<file path="src/rtl/sequenciador_pc_pkg.sv">
// Shared encodings for the PC sequencer: branch classes, FSM states, PC-mux selects.
package pc_defs;

  typedef enum logic [2:0] {
    NENHUM = 3'd0,
    BEQ    = 3'd1,
    BNE    = 3'd2,
    BLT    = 3'd3,
    JUMP   = 3'd4,
    JR     = 3'd5
  } tipo_desvio_t;

  typedef enum logic [1:0] {
    EXEC      = 2'd0,
    ESPERA_IO = 2'd1,
    PARADO    = 2'd2,
    ERRO      = 2'd3
  } estado_t;

  localparam logic [1:0] SEL_INC    = 2'd0;
  localparam logic [1:0] SEL_DESVIO = 2'd1;
  localparam logic [1:0] SEL_END    = 2'd2;
  localparam logic [1:0] SEL_REG    = 2'd3;

  // Reserved class codes fall through to sequential execution.
  function automatic logic [1:0] sel_desvio(input logic [2:0] tipo,
                                            input logic       zero,
                                            input logic       negativo);
    logic [1:0] sel;
    sel = SEL_INC;
    case (tipo)
      BEQ:     sel = zero     ? SEL_DESVIO : SEL_INC;
      BNE:     sel = !zero    ? SEL_DESVIO : SEL_INC;
      BLT:     sel = negativo ? SEL_DESVIO : SEL_INC;
      JUMP:    sel = SEL_END;
      JR:      sel = SEL_REG;
      default: sel = SEL_INC;
    endcase
    return sel;
  endfunction

endpackage

</file>
<file path="src/rtl/sequenciador_pc_detector_borda.sv">
// Rising-edge detector for the resume button; history resets to 1 so a button
// held through reset is not seen as a fresh press.
module detector_borda (
  input  logic clock,
  input  logic reset,
  input  logic sinal,
  output logic borda
);

  logic hist_q, hist_d;

  always_comb begin
    hist_d = sinal;
    borda  = sinal & ~hist_q;
  end

  always_ff @(posedge clock or posedge reset) begin
    if (reset) hist_q <= 1'b1;
    else       hist_q <= hist_d;
  end

endmodule

</file>
<file path="src/rtl/sequenciador_pc.sv">
// Program-counter owner for the unicycle MIPS core: next-PC select, I/O stall,
// halt/resume and instruction-memory bounds trap.
module sequenciador_pc
  import pc_defs::*;
#(
  parameter int LARGURA    = 32,
  parameter int PC_INICIAL = 0,
  parameter int LIMITE_MEM = 256
) (
  input  logic               clock,
  input  logic               reset,
  input  logic [2:0]         tipo_desvio,
  input  logic               zero,
  input  logic               negativo,
  input  logic               eh_entrada,
  input  logic               eh_saida,
  input  logic               eh_halt,
  input  logic               io_pronto,
  input  logic               continuar,
  input  logic [LARGURA-1:0] novo_PC,
  output logic [LARGURA-1:0] PC,
  output logic [1:0]         mux_PC,
  output logic               habilita_escrita,
  output logic               io_req,
  output logic [1:0]         estado,
  output logic               erro_limite,
  output logic [31:0]        contador_instr
);

  localparam logic [LARGURA-1:0] PC_RESET = LARGURA'(PC_INICIAL);
  localparam logic [LARGURA-1:0] LIMITE   = LARGURA'(LIMITE_MEM);

  estado_t            estado_q, estado_d;
  logic [LARGURA-1:0] pc_q, pc_d;
  logic [31:0]        cnt_q, cnt_d;
  logic               erro_q, erro_d;
  logic               borda_continuar;
  logic               eh_io;
  logic               fora_limite;

  detector_borda u_detector_borda (
    .clock (clock),
    .reset (reset),
    .sinal (continuar),
    .borda (borda_continuar)
  );

  assign eh_io       = eh_entrada | eh_saida;
  assign fora_limite = (novo_PC >= LIMITE);

  always_comb begin
    estado_d         = estado_q;
    pc_d             = pc_q;
    cnt_d            = cnt_q;
    erro_d           = erro_q;
    mux_PC           = SEL_INC;
    io_req           = 1'b0;
    habilita_escrita = 1'b0;

    case (estado_q)
      EXEC: begin
        mux_PC = sel_desvio(tipo_desvio, zero, negativo);
        if (eh_halt) begin
          // HALT counts as retired but writes nothing.
          estado_d = PARADO;
          cnt_d    = cnt_q + 32'd1;
        end else if (eh_io && !io_pronto) begin
          estado_d = ESPERA_IO;
          io_req   = 1'b1;
        end else if (fora_limite) begin
          estado_d = ERRO;
          erro_d   = 1'b1;
        end else begin
          pc_d             = novo_PC;
          cnt_d            = cnt_q + 32'd1;
          habilita_escrita = 1'b1;
        end
      end
      ESPERA_IO: begin
        mux_PC = sel_desvio(tipo_desvio, zero, negativo);
        io_req = 1'b1;
        if (io_pronto) begin
          if (fora_limite) begin
            estado_d = ERRO;
            erro_d   = 1'b1;
          end else begin
            estado_d         = EXEC;
            pc_d             = novo_PC;
            cnt_d            = cnt_q + 32'd1;
            habilita_escrita = 1'b1;
          end
        end
      end
      PARADO: begin
        // Mux is held at PC+1 here, so resuming steps past the HALT.
        if (borda_continuar) begin
          if (fora_limite) begin
            estado_d = ERRO;
            erro_d   = 1'b1;
          end else begin
            estado_d = EXEC;
            pc_d     = novo_PC;
          end
        end
      end
      default: begin
      end
    endcase

    if (reset) begin
      mux_PC           = SEL_INC;
      io_req           = 1'b0;
      habilita_escrita = 1'b0;
    end
  end

  always_ff @(posedge clock or posedge reset) begin
    if (reset) begin
      estado_q <= EXEC;
      pc_q     <= PC_RESET;
      cnt_q    <= 32'd0;
      erro_q   <= 1'b0;
    end else begin
      estado_q <= estado_d;
      pc_q     <= pc_d;
      cnt_q    <= cnt_d;
      erro_q   <= erro_d;
    end
  end

  assign PC             = pc_q;
  assign estado         = estado_q;
  assign erro_limite    = erro_q;
  assign contador_instr = cnt_q;

endmodule

</file>
<file path="config.mk">
export PLATFORM = sky130hd
export DESIGN_NAME = sequenciador_pc
export DESIGN_NICKNAME = d
export VERILOG_FILES = /design/src/rtl/sequenciador_pc_pkg.sv /design/src/rtl/sequenciador_pc_detector_borda.sv /design/src/rtl/sequenciador_pc.sv
export SDC_FILE = /design/constraint.sdc
export NUM_CORES = 1
export LEC_CHECK = 0
export ABC_CLOCK_PERIOD_IN_PS = 2600
export BUFFER_PORTS_ARGS = -buffer_cell sky130_fd_sc_hd__clkbuf_2
export CORE_ASPECT_RATIO = 1.2
export CORE_MARGIN = 1.5
export CORE_UTILIZATION = 45
export CTS_BUF_LIST = sky130_fd_sc_hd__clkbuf_8
export CTS_CLUSTER_DIAMETER = 40
export DETAILED_ROUTE_END_ITERATION = 8
export GPL_TIMING_DRIVEN = 0
export PLACE_DENSITY = 0.74
export SYNTH_ARGS = -nofsm -noshare
export SYNTH_HDL_FRONTEND = slang
export SYNTH_SLANG_ARGS = --single-unit
</file>
<file path="constraint.sdc">
create_clock -name clock -period 2.6 [get_ports clock]
set_input_delay 0.26 -clock clock [delete_from_list [all_inputs] [get_ports clock]]
set_output_delay 0.26 -clock clock [all_outputs]
set_load 0.005 [all_outputs]
</file>
# Word-level counts from Yosys, hierarchy flattened
# Index checks and enable logic that the tools add are counted.
# W data, S select, Z words.
[totals]
inputBits = 44
register_bits = 68
word_cells = 72
output_inout_bits = 71
[op_classes]
n_mux = 40
magnitude_cmp = 1
eq_ne = 13
n_bitwise = 3
n_reduce_logical = 9
add_sub_neg = 1
[ops]
columns = ["cell", "count"]
rows = [
  ["$mux W32", 9],
  ["$pmux W32 S3", 1],
  ["$pmux W32 S2", 1],
  ["$add A32 B1 Y32 const B", 1],
  ["$ge A32 B9 Y1 const B", 1],
  ["$mux W1", 16],
  ["$mux W2", 8],
  ["$pmux W2 S5", 1],
  ["$ne A2 B2 Y1 const B", 4],
  ["$eq A3 B2 Y1 const B", 2],
  ["$eq A3 B3 Y1 const B", 2],
  ["$pmux W2 S3", 1],
  ["$reduce_and A5 Y1", 1],
  ["$ne A4 B4 Y1 const B", 1],
  ["$pmux W1 S2", 2],
  ["$reduce_and A4 Y1", 1],
  ["$eq A3 B1 Y1 const B", 1],
  ["$ne A3 B3 Y1 const B", 1],
  ["$pmux W1 S3", 1],
  ["$reduce_and A3 Y1", 1],
  ["$reduce_bool A3 Y1", 1],
  ["$eq A2 B1 Y1 const B", 1],
  ["$eq A2 B2 Y1 const B", 1],
  ["$logic_not A2 Y1", 1],
  ["7 further kinds", 7],
]

# Logic depth before layout (Yosys ltp)
[logic_depth]
depth_word = 6
ltp_mapped = 8
ltp_nobuf = 7

# By module
# A second synthesis with hierarchy kept.
[unflattened]
hier_cells = 260
area_unflattened_um2 = 3045.4
[by_module_without_submodules]
columns = ["mod", "seq_area_each_um2", "cells_each", "area_each_um2", "instances"]
rows = [
  ["sequenciador_pc", 1676.6, 257, 3001.6, 1],
  ["detector_borda", 26.3, 3, 43.8, 1],
]

# Worst setup path before layout
# No wires, ideal clock.
[synth_path]
kind = "register to register"
from = "register estado_q[1] (netlist: estado[1])"
to = "register pc_q[0] (netlist: PC[0])"
required_ps = 2475
stages_incl_launch_ff = 8
arrival_time_ps = 1869
path_buffers = 1
synth_period_minus_slack_ps = 1994
setup_ps = 125
path_slack_ps = 606
cell_sequence = "dfrtp_1 > inv_1 > ha_1 > a221oi_4 > a21bo_4 > nor2_8 > buf_12 > mux2_4"
[synth_between]
elab_chain_len = 3
elab_cells_between_ends = 10
cone_classes = "eq/ne (6); mux (1); reduce/logical (3)"
[synth_rtl]
columns = ["element", "line_no", "rtl"]
rows = [
  ["from (decl)", "sequenciador_pc.sv:33", "estado_t estado_q, estado_d;"],
  ["from (signal assigned)", "sequenciador_pc.sv:124", "estado_q <= estado_d;"],
  ["$eq A2 B2 Y1 (tied with other cells)", "sequenciador_pc.sv:60", "case (estado_q)"],
  ["$ne A2 B2 Y1 (no source line) / $reduce_bool A3 Y1 (equally long branches)", "--", ""],
  ["$reduce_and A5 Y1 (no source line)", "--", ""],
  ["to (signal assigned)", "sequenciador_pc.sv:125", "pc_q <= pc_d;"],
  ["to (decl)", "sequenciador_pc.sv:34", "logic [LARGURA-1:0] pc_q, pc_d;"],
]
# Several ways; a longest one is shown, not always the timed one.
# A chain may end at the register's enable or synchronous reset.

# Worst setup path in the final report
[layout_path]
from = "register estado_q[1] (netlist: estado[1])"
to = "register pc_q[3] (netlist: PC[3])"
# The elaborated chain is that of the path after synthesis.

==> flow_summary_export.csv <==
group,metric,value,unit
power_and_ir_drop,vdd_drop_max,0.404,mV
sta,drv_slew,0,
power_and_ir_drop,p_switching,748,µW
die,num_io_pins,115,
routing,drtIter0Drc,87,
placed_design,place_inst,459,
yosys,synth_nets,310,
final_layout,layout_commonest_cell,"clkbuf_2",
power_and_ir_drop,p_sw_share,27.2,%
yosys,syn_inst,260,
global_routing,grt_usage,19.3,%
power_and_ir_drop,pwr-share-clk,38.4,%
power_and_ir_drop,p_comb_share,19.4,%
clock_network,cts_root_buf,"clkbuf_8",
global_routing,grt_pass1_wl,11000,µm
global_routing,grt_pass1_vias,2362,
final_layout,fin_cells,476,
yosys,netlist_area,0.00309,mm²
sta,holdWs,0.117,ns
power_and_ir_drop,total_power,2.75,mW
worst_setup_path,crit_arrival,2.37,ns
clock_network,cts_tree,"yes",
routing,routedWlPerCell,14.0,µm
power_and_ir_drop,p_per_area,682,mW/mm²
worst_setup_path,cp-start-kind,"flip-flop",
routing,vias_per_cell,5.17,
global_routing,grt_max_degree,69,
run,maxCapViolations,0,
status,status,"finished clean",
power_and_ir_drop,leakagePower,2.12,nW
final_layout,diodes,0,
clock_network,cts.repair.resized,0,
routing,routed_wl,6680,µm
yosys,synthAdderAreaFrac,2.43,%
sta,setup_viol,0,
min_path,min_path_type,"primary input to asynchronous set/reset pin",
placed_design,io_buffers,114,
die,die_area,0.00738,mm²
final_layout,drive_above_1_share,39.9,%
die,core_area,0.00653,mm²
clock_network,clock_latency,0.35,ns
routing,dr_total_vias,2459,
sta,hold_viol,0,
sta,fmax,466,MHz
clock_network,numCtsBuffers,9,
sta,setup_tns,0,ns
clock_network,numClockSinks,68,
power_and_ir_drop,seq_power_share,42.2,%
sta,clock_skew,0.0125,ns
die,initial_core_util,47.4,%
clock_network,postCtsSetupBuffers,0,
global_routing,grt_overflow_total,0,
die,die_y,93.8,µm
yosys,synthXorXnorAreaFrac,8.78,%
routing,drt_pass1_iterations,4,
placed_design,gp_congestion,0.840,
clock_network,h-tree-depth,3,
sta,min_period,2.14,ns
final_layout,syn2layout_area_growth,30.3,%
sta,post-route-period-util,82.5,%
worst_setup_path,setup.worst_path.end_class,"flip-flop",
worst_setup_path,required,2.82,ns
sta,rsz0062_at_grt,"no",
yosys,ys_seq_elements,68,
power_and_ir_drop,internal_power,2.00,mW
yosys,synth_simple_gate_area_share,21.4,%
placed_design,dp.final_hpwl,4900,µm
yosys,synth.distinct_cells,42,
yosys,yosys_warnings,0,
yosys,synth_top_family_by_area,"simple AND/OR/NAND/NOR gates",
worst_setup_path,crit_path_max_fanout,10,
yosys,synth_compound_gate_area_share,5.46,%
yosys,synth.area.mux_share,4.37,%
routing,drc,0,
global_routing,antenna_found_initial,0,
die,die_w,78.7,µm
yosys,synthArstFlopShare,100,%
yosys,synth_edf_count,0,
die,rows,32,
final_layout,nets,436,
yosys,synth-main-ff-cell,"dfrtp_1",
yosys,syn-mean-instance-area,11.9,µm²
clock_network,clk_path_buf_depth,2,
worst_setup_path,critPathKind,"flip-flop to flip-flop",
sta,slew-limit-headroom,45.7,%
routing,final_antenna_net_count,0,
sta,worst_slew_pin_slew,0.815,ns
final_layout,final_cell_mix,"clkbuf_2, dfrtp_1, xnor2_1, nor2b_1, nand3_1",
yosys,ys_seq_area_share,55.1,%
clock_network,cts.clk_slew.worst_paths,0.07,ns
-- per-layer routing --
layer / wire length [µm] / global-route usage [%]
met4: 108 / 9.08
met5: 0 / 0
met3: 387 / 4.95
met1: 3030 / 24.5
met2: 3150 / 30.8
-- cell type report --
cell class / count / area, µm²
clock inverter: 6 / 111
multi-input combinational: 178 / 1310
sequential: 68 / 1700
tap: 85 / 106
clock buffer: 10 / 138
timing repair buffer: 115 / 581
buffer: 7 / 52.6
fill: 539 / 2490
inverter: 7 / 28.8
-- critical path, stage by stage (launching register included) --
cell and delay [ns]:
dfrtp_1 0.41, inv_1 0.08, ha_1 0.28, a221oi_4 0.37
a21bo_4 0.30, nor2_8 0.13, buf_12 0.15, mux2_4 0.30
-- registers in the layout, indices dropped and copies added (netlist names) --
register / cells
erro_limite: 1
PC: 32
u_detector_borda.hist_q: 1
estado: 2
contador_instr: 32
-- Yosys cell counts (2+ instances only) --
master / instances / area [µm²]
mux2_2: 4 / 45.0
nor2b_1: 25 / 156
nor2_1: 10 / 37.5
nand3_1: 20 / 100
buf_2: 5 / 25.0
nand4_1: 19 / 119
nand2b_1: 2 / 12.5
mux2_4: 6 / 90.1
and4_1: 2 / 17.5
and3_1: 9 / 56.3
o211ai_1: 2 / 15.0
nor4_1: 7 / 43.8
ha_1: 6 / 75.1
xnor2_1: 30 / 263
o21bai_1: 2 / 15.0
nand2_1: 8 / 30.0
and2_1: 4 / 25.0
nor3_1: 2 / 10.0
dfrtp_1: 67 / 1680
inv_1: 6 / 22.5
o21ai_0: 3 / 15.0
-- cells by family (layout without fill, tap and decap cells) --
family                     after synthesis  after routing
xor gates and xnor gates                31             31
AOI/OAI and AO/OA                       19             19
DFF                                     68             68
muxes                                   10             10
and+or+nand+nor                        112            112
buffers and inverters                   14            145
adders and majority gates                6              6
-- power groups by stage --
| stage | clock (mW) | sequential, mW | combinational, mW |
|---|---|---|---|
| floorplan | 0 | 1.17 | 0.369 |
| global placement | 0 | 1.18 | 0.525 |
| detailed placement | 0 | 1.18 | 0.539 |
| CTS | 1.08 | 1.16 | 0.542 |
| global route | 1.12 | 1.17 | 0.590 |
| finish | 1.06 | 1.16 | 0.533 |
-- final timing paths --
| kind | from | endpoint | slack (ns) | depth (start not counted) |
|---|---|---|---|---|
| min | reset | PC[5]$_DFFE_PP0P_ | 0.12 | 2 |
| max reg2reg | estado[1]$_DFFE_PP0P_ | PC[3]$_DFFE_PP0P_ | 0.46 | 7 |
| max in group asynchronous | reset | contador_instr[4]$_DFFE_PP0P_ | 1.94 | 2 |
| max | estado[1]$_DFFE_PP0P_ | PC[3]$_DFFE_PP0P_ | 0.46 | 7 |
| min in group clock | novo_PC[4] | PC[4]$_DFFE_PP0P_ | 0.16 | 2 |
| min reg2reg | contador_instr[31]$_DFFE_PP0P_ | contador_instr[31]$_DFFE_PP0P_ | 0.49 | 1 |
-- per-stage QoR --
stage	worst slack [ns]	cell area, µm²	util, %
after floorplan	0.606	3090	-
after global placement	-0.233	3770	57.8
after detailed placement	0.443	3770	57.8
after CTS	0.429	4030	61.8
after global routing	0.317	4030	61.8
final	0.456	4030	61.8
-- repair_timing --
item                                    in CTS  in global routing
hold buffers                                 1                  0
hold endpoints to repair                     1                  0
endpoints found under the setup margin       0                  0
(Power assumes the default switching activity.)
